**src/rtl/sd_init_seq_pkg.sv**
```systemverilog
// sd_pkg: command indices, register map and state/error types for the SD init sequencer
package sd_pkg;
  localparam logic [5:0] CMD0   = 6'd0;
  localparam logic [5:0] CMD8   = 6'd8;
  localparam logic [5:0] CMD55  = 6'd55;
  localparam logic [5:0] ACMD41 = 6'd41;
  localparam logic [3:0] REG_ARG0 = 4'd0;
  localparam logic [3:0] REG_ARG1 = 4'd1;
  localparam logic [3:0] REG_ARG2 = 4'd2;
  localparam logic [3:0] REG_ARG3 = 4'd3;
  localparam logic [3:0] REG_CMD  = 4'd4;
  typedef enum logic [2:0] {
    S_IDLE, S_LOAD, S_WAIT, S_CHECK, S_DELAY, S_DONE, S_FAIL
  } seq_state_t;
  typedef enum logic [2:0] {
    ERR_NONE, ERR_CMD8_TIMEOUT, ERR_CMD8_ECHO, ERR_CMD55_TIMEOUT,
    ERR_ACMD41_TIMEOUT, ERR_ACMD41_RETRIES
  } err_code_t;
endpackage

```
**src/rtl/sd_init_seq_reg_burst.sv**
```systemverilog
// sd_reg_burst: emits the five register writes (arg bytes LSB first, then cmd) that launch one command
//   clk, rst_n      clock, async active-low reset
//   go              pulse; captures cmd/arg, first write appears the next cycle
//   cmd, arg        command index and argument captured on go
//   addr, data, cs  register write port; addr/data hold after the burst
//   last            high during the cmd write (fifth write)
import sd_pkg::*;
module sd_reg_burst (
  input  logic        clk,
  input  logic        rst_n,
  input  logic        go,
  input  logic [5:0]  cmd,
  input  logic [31:0] arg,
  output logic [3:0]  addr,
  output logic [7:0]  data,
  output logic        cs,
  output logic        last
);
  logic [31:0] rest;
  assign last = cs && addr == REG_CMD;
  always_ff @(posedge clk or negedge rst_n) begin
    if (!rst_n) begin
      addr <= '0;
      data <= '0;
      cs   <= 1'b0;
      rest <= '0;
    end else if (go) begin
      addr <= REG_ARG0;
      data <= arg[7:0];
      cs   <= 1'b1;
      rest <= {2'b00, cmd, arg[31:8]};
    end else if (cs) begin
      cs <= !last;
      if (!last) begin
        addr <= addr + 4'd1;
        data <= rest[7:0];
        rest <= rest >> 8;
      end
    end
  end
endmodule

```
**src/rtl/sd_init_seq.sv**
```systemverilog
// sd_init_seq: drives CMD0, CMD8 and the CMD55/ACMD41 loop through sd_controller's register port
//   clk, rst_n                  clock, async active-low reset
//   i_start                     pulse; starts (or restarts from DONE/FAIL) the sequence
//   o_addr, o_data, o_cs        sd_controller register write port
//   i_cmd_done, i_timeout, i_resp  command completion, no-response flag and payload
//   o_busy                      sequence in progress
//   o_done, o_error, o_err_code sticky outcome and failure reason
//   o_ccs                       OCR card capacity status, valid with o_done
module sd_init_seq
  import sd_pkg::*;
#(
  parameter int          ACMD41_RETRIES = 1000,
  parameter int          RETRY_DELAY    = 1000,
  parameter logic [31:0] CMD8_ARG       = 32'h0000_01AA,
  parameter logic [31:0] ACMD41_ARG     = 32'h4018_0000
) (
  input  logic        clk,
  input  logic        rst_n,
  input  logic        i_start,
  output logic [3:0]  o_addr,
  output logic [7:0]  o_data,
  output logic        o_cs,
  input  logic        i_cmd_done,
  input  logic        i_timeout,
  input  logic [31:0] i_resp,
  output logic        o_busy,
  output logic        o_done,
  output logic        o_error,
  output logic [2:0]  o_err_code,
  output logic        o_ccs
);
  localparam int AW = $clog2(ACMD41_RETRIES + 1);
  localparam int DW = $clog2(RETRY_DELAY + 1);
  seq_state_t state_q, state_d;
  err_code_t err_q, err_d;
  logic [5:0] cmd_q, cmd_d;
  logic [AW-1:0] acnt_q, acnt_d, acnt_inc;
  logic [DW-1:0] dcnt_q, dcnt_d;
  logic [31:0] resp_q, resp_d, arg_d;
  logic to_q, to_d, ccs_q, ccs_d, go, last, unused_resp;
  always_ff @(posedge clk or negedge rst_n) begin
    if (!rst_n) begin
      state_q <= S_IDLE;
      err_q   <= ERR_NONE;
      cmd_q   <= CMD0;
      acnt_q  <= '0;
      dcnt_q  <= '0;
      resp_q  <= '0;
      to_q    <= 1'b0;
      ccs_q   <= 1'b0;
    end else begin
      state_q <= state_d;
      err_q   <= err_d;
      cmd_q   <= cmd_d;
      acnt_q  <= acnt_d;
      dcnt_q  <= dcnt_d;
      resp_q  <= resp_d;
      to_q    <= to_d;
      ccs_q   <= ccs_d;
    end
  end
  assign acnt_inc = acnt_q + AW'(1);
  always_comb begin
    state_d = state_q;
    err_d   = err_q;
    cmd_d   = cmd_q;
    acnt_d  = acnt_q;
    dcnt_d  = dcnt_q;
    resp_d  = resp_q;
    to_d    = to_q;
    ccs_d   = ccs_q;
    case (state_q)
      S_IDLE, S_DONE, S_FAIL:
        if (i_start) begin
          state_d = S_LOAD;
          cmd_d   = CMD0;
          err_d   = ERR_NONE;
          acnt_d  = '0;
          ccs_d   = 1'b0;
        end
      S_LOAD: state_d = last ? S_WAIT : S_LOAD;
      S_WAIT:
        if (i_cmd_done) begin
          state_d = S_CHECK;
          to_d    = i_timeout;
          resp_d  = i_resp;
        end
      S_CHECK:
        case (cmd_q)
          CMD0: begin
            state_d = S_LOAD;
            cmd_d   = CMD8;
          end
          CMD8: begin
            state_d = to_q || resp_q[11:0] != CMD8_ARG[11:0] ? S_FAIL : S_LOAD;
            err_d   = to_q ? ERR_CMD8_TIMEOUT : resp_q[11:0] != CMD8_ARG[11:0] ? ERR_CMD8_ECHO : ERR_NONE;
            cmd_d   = CMD55;
          end
          CMD55: begin
            state_d = to_q ? S_FAIL : S_LOAD;
            err_d   = to_q ? ERR_CMD55_TIMEOUT : ERR_NONE;
            cmd_d   = ACMD41;
          end
          default:
            if (to_q) begin
              state_d = S_FAIL;
              err_d   = ERR_ACMD41_TIMEOUT;
            end else if (resp_q[31]) begin
              state_d = S_DONE;
              ccs_d   = resp_q[30];
            end else begin
              // Card still powering up: count the attempt and pause before the next CMD55.
              acnt_d  = acnt_inc;
              dcnt_d  = '0;
              cmd_d   = CMD55;
              state_d = acnt_inc == AW'(ACMD41_RETRIES) ? S_FAIL : S_DELAY;
              err_d   = acnt_inc == AW'(ACMD41_RETRIES) ? ERR_ACMD41_RETRIES : ERR_NONE;
            end
        endcase
      S_DELAY:
        if (dcnt_q == DW'(RETRY_DELAY - 1)) state_d = S_LOAD;
        else dcnt_d = dcnt_q + DW'(1);
      default: state_d = S_IDLE;
    endcase
  end
  // The burst captures the command chosen on the same edge the FSM enters LOAD.
  assign go = state_d == S_LOAD && state_q != S_LOAD;
  assign arg_d = cmd_d == CMD8 ? CMD8_ARG : cmd_d == ACMD41 ? ACMD41_ARG : '0;
  assign unused_resp = ^resp_q[29:12];
  sd_reg_burst u_burst (
    .clk  (clk),
    .rst_n(rst_n),
    .go   (go),
    .cmd  (cmd_d),
    .arg  (arg_d),
    .addr (o_addr),
    .data (o_data),
    .cs   (o_cs),
    .last (last)
  );
  assign o_busy     = state_q == S_LOAD || state_q == S_WAIT || state_q == S_CHECK || state_q == S_DELAY;
  assign o_done     = state_q == S_DONE;
  assign o_error    = state_q == S_FAIL;
  assign o_err_code = err_q;
  assign o_ccs      = ccs_q;
endmodule
```
**config.mk**
```make
export PLATFORM = sky130hd
export DESIGN_NAME = sd_init_seq
export DESIGN_NICKNAME = d
export VERILOG_FILES = /design/src/rtl/sd_init_seq_pkg.sv /design/src/rtl/sd_init_seq_reg_burst.sv /design/src/rtl/sd_init_seq.sv
export SDC_FILE = /design/constraint.sdc
export NUM_CORES = 1
export LEC_CHECK = 0
export CAP_MARGIN = 20
export CELL_PAD_IN_SITES_DETAIL_PLACEMENT = 1
export CELL_PAD_IN_SITES_GLOBAL_PLACEMENT = 1
export CORE_MARGIN = 10
export CORE_UTILIZATION = 39
export DETAILED_ROUTE_END_ITERATION = 8
export PLACE_DENSITY_LB_ADDON = 0.1
export SYNTH_ARGS = -nofsm -noshare
export SYNTH_HDL_FRONTEND = slang
export SYNTH_SLANG_ARGS = --single-unit
```
**constraint.sdc**
```tcl
create_clock -name clk -period 2.5 [get_ports clk]
set_clock_uncertainty 0.2 [all_clocks]
set_input_delay 0.25 -clock clk [delete_from_list [all_inputs] [get_ports clk]]
set_output_delay 0.25 -clock clk [all_outputs]
set_load 0.005 [all_outputs]
```
==> results.md, run 1 <==
* Run status: finished with violations
* Failing checks: negative setup slack
* Mapped cell area at 4560 um2
* CP required at 2.54 ns
* Unique cell type count in the Yosys netlist at 57
* Filler cells at 1275
* GPL Wtd Cong at 0.810
* Comb power frac at 52.3%
* Layout overhead on the synthesized area at 29.4%
* TritonCTS Buffers at 9
* Clock power share at 20.1%
* Post-DP Area at 5380 um2
* CP Buf/Inv Count at 1
* Die Height at about 130 um
* Final Hold Viols at 0
* Min cycle time layout at 2.54 ns
* Crit path max fanout at 11
* Max frequency at ~400 MHz
* Placed insts at 656
* Slew HR at 62.8%
* CP Data Arrival Time at 2.59 ns
* Remaining antenna violation count at 0
* Async SR Flop Fraction at 100%
* Clk root buf: clkbuf_16
* Commonest register cell after synthesis: dfrtp_1
* Syn Area/Cell at 10.1 um2
* First-pass GRT wire length at 20300 um
* Post-route cell area at 5900 um2
* Fin. max-slew vios at 0
* Yosys warning total at 0
* Share of post-route cells with drive strength above 1 at 25.4%
* Area of the multi-input gates at roughly 2200 um2
* Worst slew pin tran at between 0.5 and 0.6 ns
* Syn_nets at 495
* Final #Nets at 577
* Post-synth top area share at 48.3%
* Antenna Cells at 0
* Switch Pwr at 2.77 mW
* Dpl hpwl at ~8400 um
* DRC Markers at 0
* Reg clk slew, reported paths at roughly 0.060 ns
* Critical path type: reg2reg
* Cells along the critical path: ha_2, nand4_1, o31ai_2, o31ai_2, a311oi_2, and3_4, bufbuf_16, a21oi_2
* Largest net degree at the start of global routing at 52
* Fin crit share at 102%
* Total area of sequential cells at 2200 um2
* Post-synthesis register bit count at a little under 90
* CTS H-Tree Depth at 3
* Critical path's most frequent cell: o31ai_2
* Routed vias at around 3.7k
* CP peak stage delay at 0.38 ns
* Starting density of the core at around two fifths
* Unrepaired setup endpoints after global routing: yes
* Vias in the first global route at 3983
* Core Footprint at 11400 um2
* Net Sw Frac at approximately 37%
* Wirelength per Cell at approximately 18 um
* Worst Hold Class: in2async
* Aggregate global-route resource usage at 15.2%
* Initial drt markers at about 160
* Initial antenna violation count at 0
* Post-Route WL at roughly 12000 um
* Final setup viols at 21
* Sequential power share at 27.6%
* Largest area contributor in the netlist: dfrtp_1
* CTS Sinks at 88
* Die Wd at 128 um
* Syn Inst Count at 453
* CP top delay family: compound AO/OA/AOI/OAI gates
* CTS tree: yes
* Number of flops mapped to enable cells by yosys at 0
* Worst setup EP type: flip-flop
* Startpoint types: flip-flop
* 1st-pass router iterations at 4
* Row count at 39
* Pwr Density at 1260 nW/um2
* Finished Layout Cells at 683
* Synth top area cells: dfrtp_1 (48%), nand2_1 (6.2%), mux2_2 (4.7%)
* Final Worst Setup Slack at -0.0443 ns
* Maximum clock path buffer count at 2
* Lkg Pwr at approximately 2.6 nW
* Die Footprint at roughly 16000 um2
* GRT overflow at 0
* Port buffer count at 38
* Max-Cap Viols at 0
* Internal power at 4.69 mW
* Largest vdd supply drop at 0.581 mV
* Routed vias/inst at 5.38
* I/O Pins at 57
* Post-synthesis sequential area ratio at about half
* Clk_lat worst skew at between 0.3 and 0.4 ns
* Slowest cell on the critical path: dfrtp_1
## flip-flops by register name, summed over array words and instances (netlist names)
name and count:
acnt_q 10, to_q 1, state_q 3, dcnt_q 10, u_burst.addr 4, u_burst.rest 27, resp_q 14, o_err_code 3
u_burst.data 8, cmd_q 6, u_burst.cs 1, o_ccs 1
## cell type report
type,count,area share (%)
multi-input cells,327,37.6
clock buffers,11,4.28
clock inverters,5,1.34
repair buffers,99,15.7
flip-flops and latches,88,37.3
inverters,10,0.636
well taps,143,3.03
## stage by stage
| step | power [mW] | utilization (%) | hold WS [ns] | setup TNS, ns | setup slack (ns) |
|---|---|---|---|---|---|
| 5_1_grt | 7.95 | 51.7 | 0.259 | -2.88 | -0.123 |
| 4_1_cts | 7.21 | 50.6 | 0.241 | 0 | 0.0168 |
| 2_1_floorplan | 4.16 | - | -0.246 | -2.81 | -0.126 |
| 6_report | 7.45 | 51.7 | 0.227 | -0.556 | -0.0443 |
| 3_5_place_dp | 5.42 | 47.1 | 0.0738 | -1.20 | -0.111 |
| 3_3_place_gp | 5.31 | 47.1 | 0.0768 | -0.749 | -0.0622 |
## final timing paths
kind	startpoint	slack [ns]	depth (start not counted)	end
worst max-delay path	dcnt_q[0]$_DFFE_PN0P_	-0.04	8	u_burst.rest[8]$_DFFE_PN0P_
worst min-delay path	rst_n	0.23	2	dcnt_q[8]$_DFFE_PN0P_
worst max register to register	dcnt_q[0]$_DFFE_PN0P_	-0.04	8	u_burst.rest[8]$_DFFE_PN0P_
worst min register to register	o_err_code[0]$_DFFE_PN0P_	0.30	2	o_err_code[0]$_DFFE_PN0P_
max in group asynchronous	rst_n	1.21	3	cmd_q[3]$_DFF_PN0_
min in group clk	i_timeout	0.26	3	to_q$_DFFE_PN0P_
## logic make-up after synthesis
| kind of cell | after synthesis | synth area share [%] |
|---|---|---|
| compound gates | 101 | 16.2 |
| xor+xnor | 14 | 2.69 |
| fa+ha+maj | 5 | 1.37 |
| buf+inv | 38 | 4.39 |
| flops | 88 | 48.3 |
| mux | 34 | 7.98 |
| simple gates | 173 | 19.1 |
## repair_timing
action,in CTS,in global routing
hold endpoints to repair,37,0
pin swaps,2,6
setup endpoints to repair,20,31
resized for setup,3,14
hold buffers,1,0
gates cloned,1,1
buffers inserted,2,6
## routing by layer
| layer | GRT usage [%] | part of all wire, % | vias up |
|---|---|---|---|
| li1 | - | - | 1780 |
| met1 | 19.4 | 47 | 1849 |
| met2 | 24.5 | 49 | 32 |
| met3 | 2.69 | 1.9 | 12 |
| met4 | 6.82 | 1.8 | 0 |
| met5 | 0 | 0 | - |
## cell usage after synthesis (9+ instances only)
| library cell | instances |
|---|---|
| o21ai_0 | 27 |
| clkbuf_1 | 19 |
| a21oi_2 | 17 |
| nand2_1 | 75 |
| a21oi_1 | 13 |
| o31ai_1 | 9 |
| mux2_2 | 19 |
| nor2_1 | 20 |
| mux2i_1 | 15 |
| inv_1 | 10 |
| nand4_1 | 12 |
| dfrtp_1 | 88 |
## cell usage in the layout (no fill, tap or decap), types with 3 or more instances in the layout
cell / count
o21ai_0: 27
a21oi_1: 13
nand4_1: 12
ha_1: 3
inv_1: 10
a31oi_1: 4
nor2_1: 20
nor4_1: 3
and2_1: 8
clkbuf_16: 10
xor2_1: 7
nor2b_1: 7
a21oi_2: 17
buf_4: 53
mux2_2: 18
a21o_1: 6
nand4b_1: 5
o211ai_1: 5
nand2_1: 75
clkdlybuf4s50_1: 37
xnor2_1: 7
nand3_1: 4
buf_6: 3
nor3_1: 6
a22o_1: 5
buf_12: 3
dfrtp_1: 87
and3_1: 6
mux2i_1: 15
o31ai_1: 8
## worst reg2reg max path, stage by stage, from the launching register on
cell and delay (ns):
dfrtp_1 0.38, ha_2 0.20, nand4_1 0.17, o31ai_2 0.35, o31ai_2 0.14, a311oi_2 0.28, and3_4 0.35, bufbuf_16 0.32
a21oi_2 0.04
## power groups by stage
stage | logic, mW | clock network, mW | registers [mW]
3_5_place_dp | 3.34 | 0 | 2.08
3_3_place_gp | 3.25 | 0 | 2.06
6_report | 3.90 | 1.50 | 2.06
5_1_grt | 4.24 | 1.60 | 2.11
2_1_floorplan | 2.14 | 0 | 2.02
4_1_cts | 3.61 | 1.54 | 2.06
(Power assumes the default switching activity.)
==> inputs of run 2 (changes only) <==
- CTS_CLUSTER_SIZE: not set -> 8
==> results of run 2 <==
The final DEF is identical to that of run 1; final timing and power are the same.
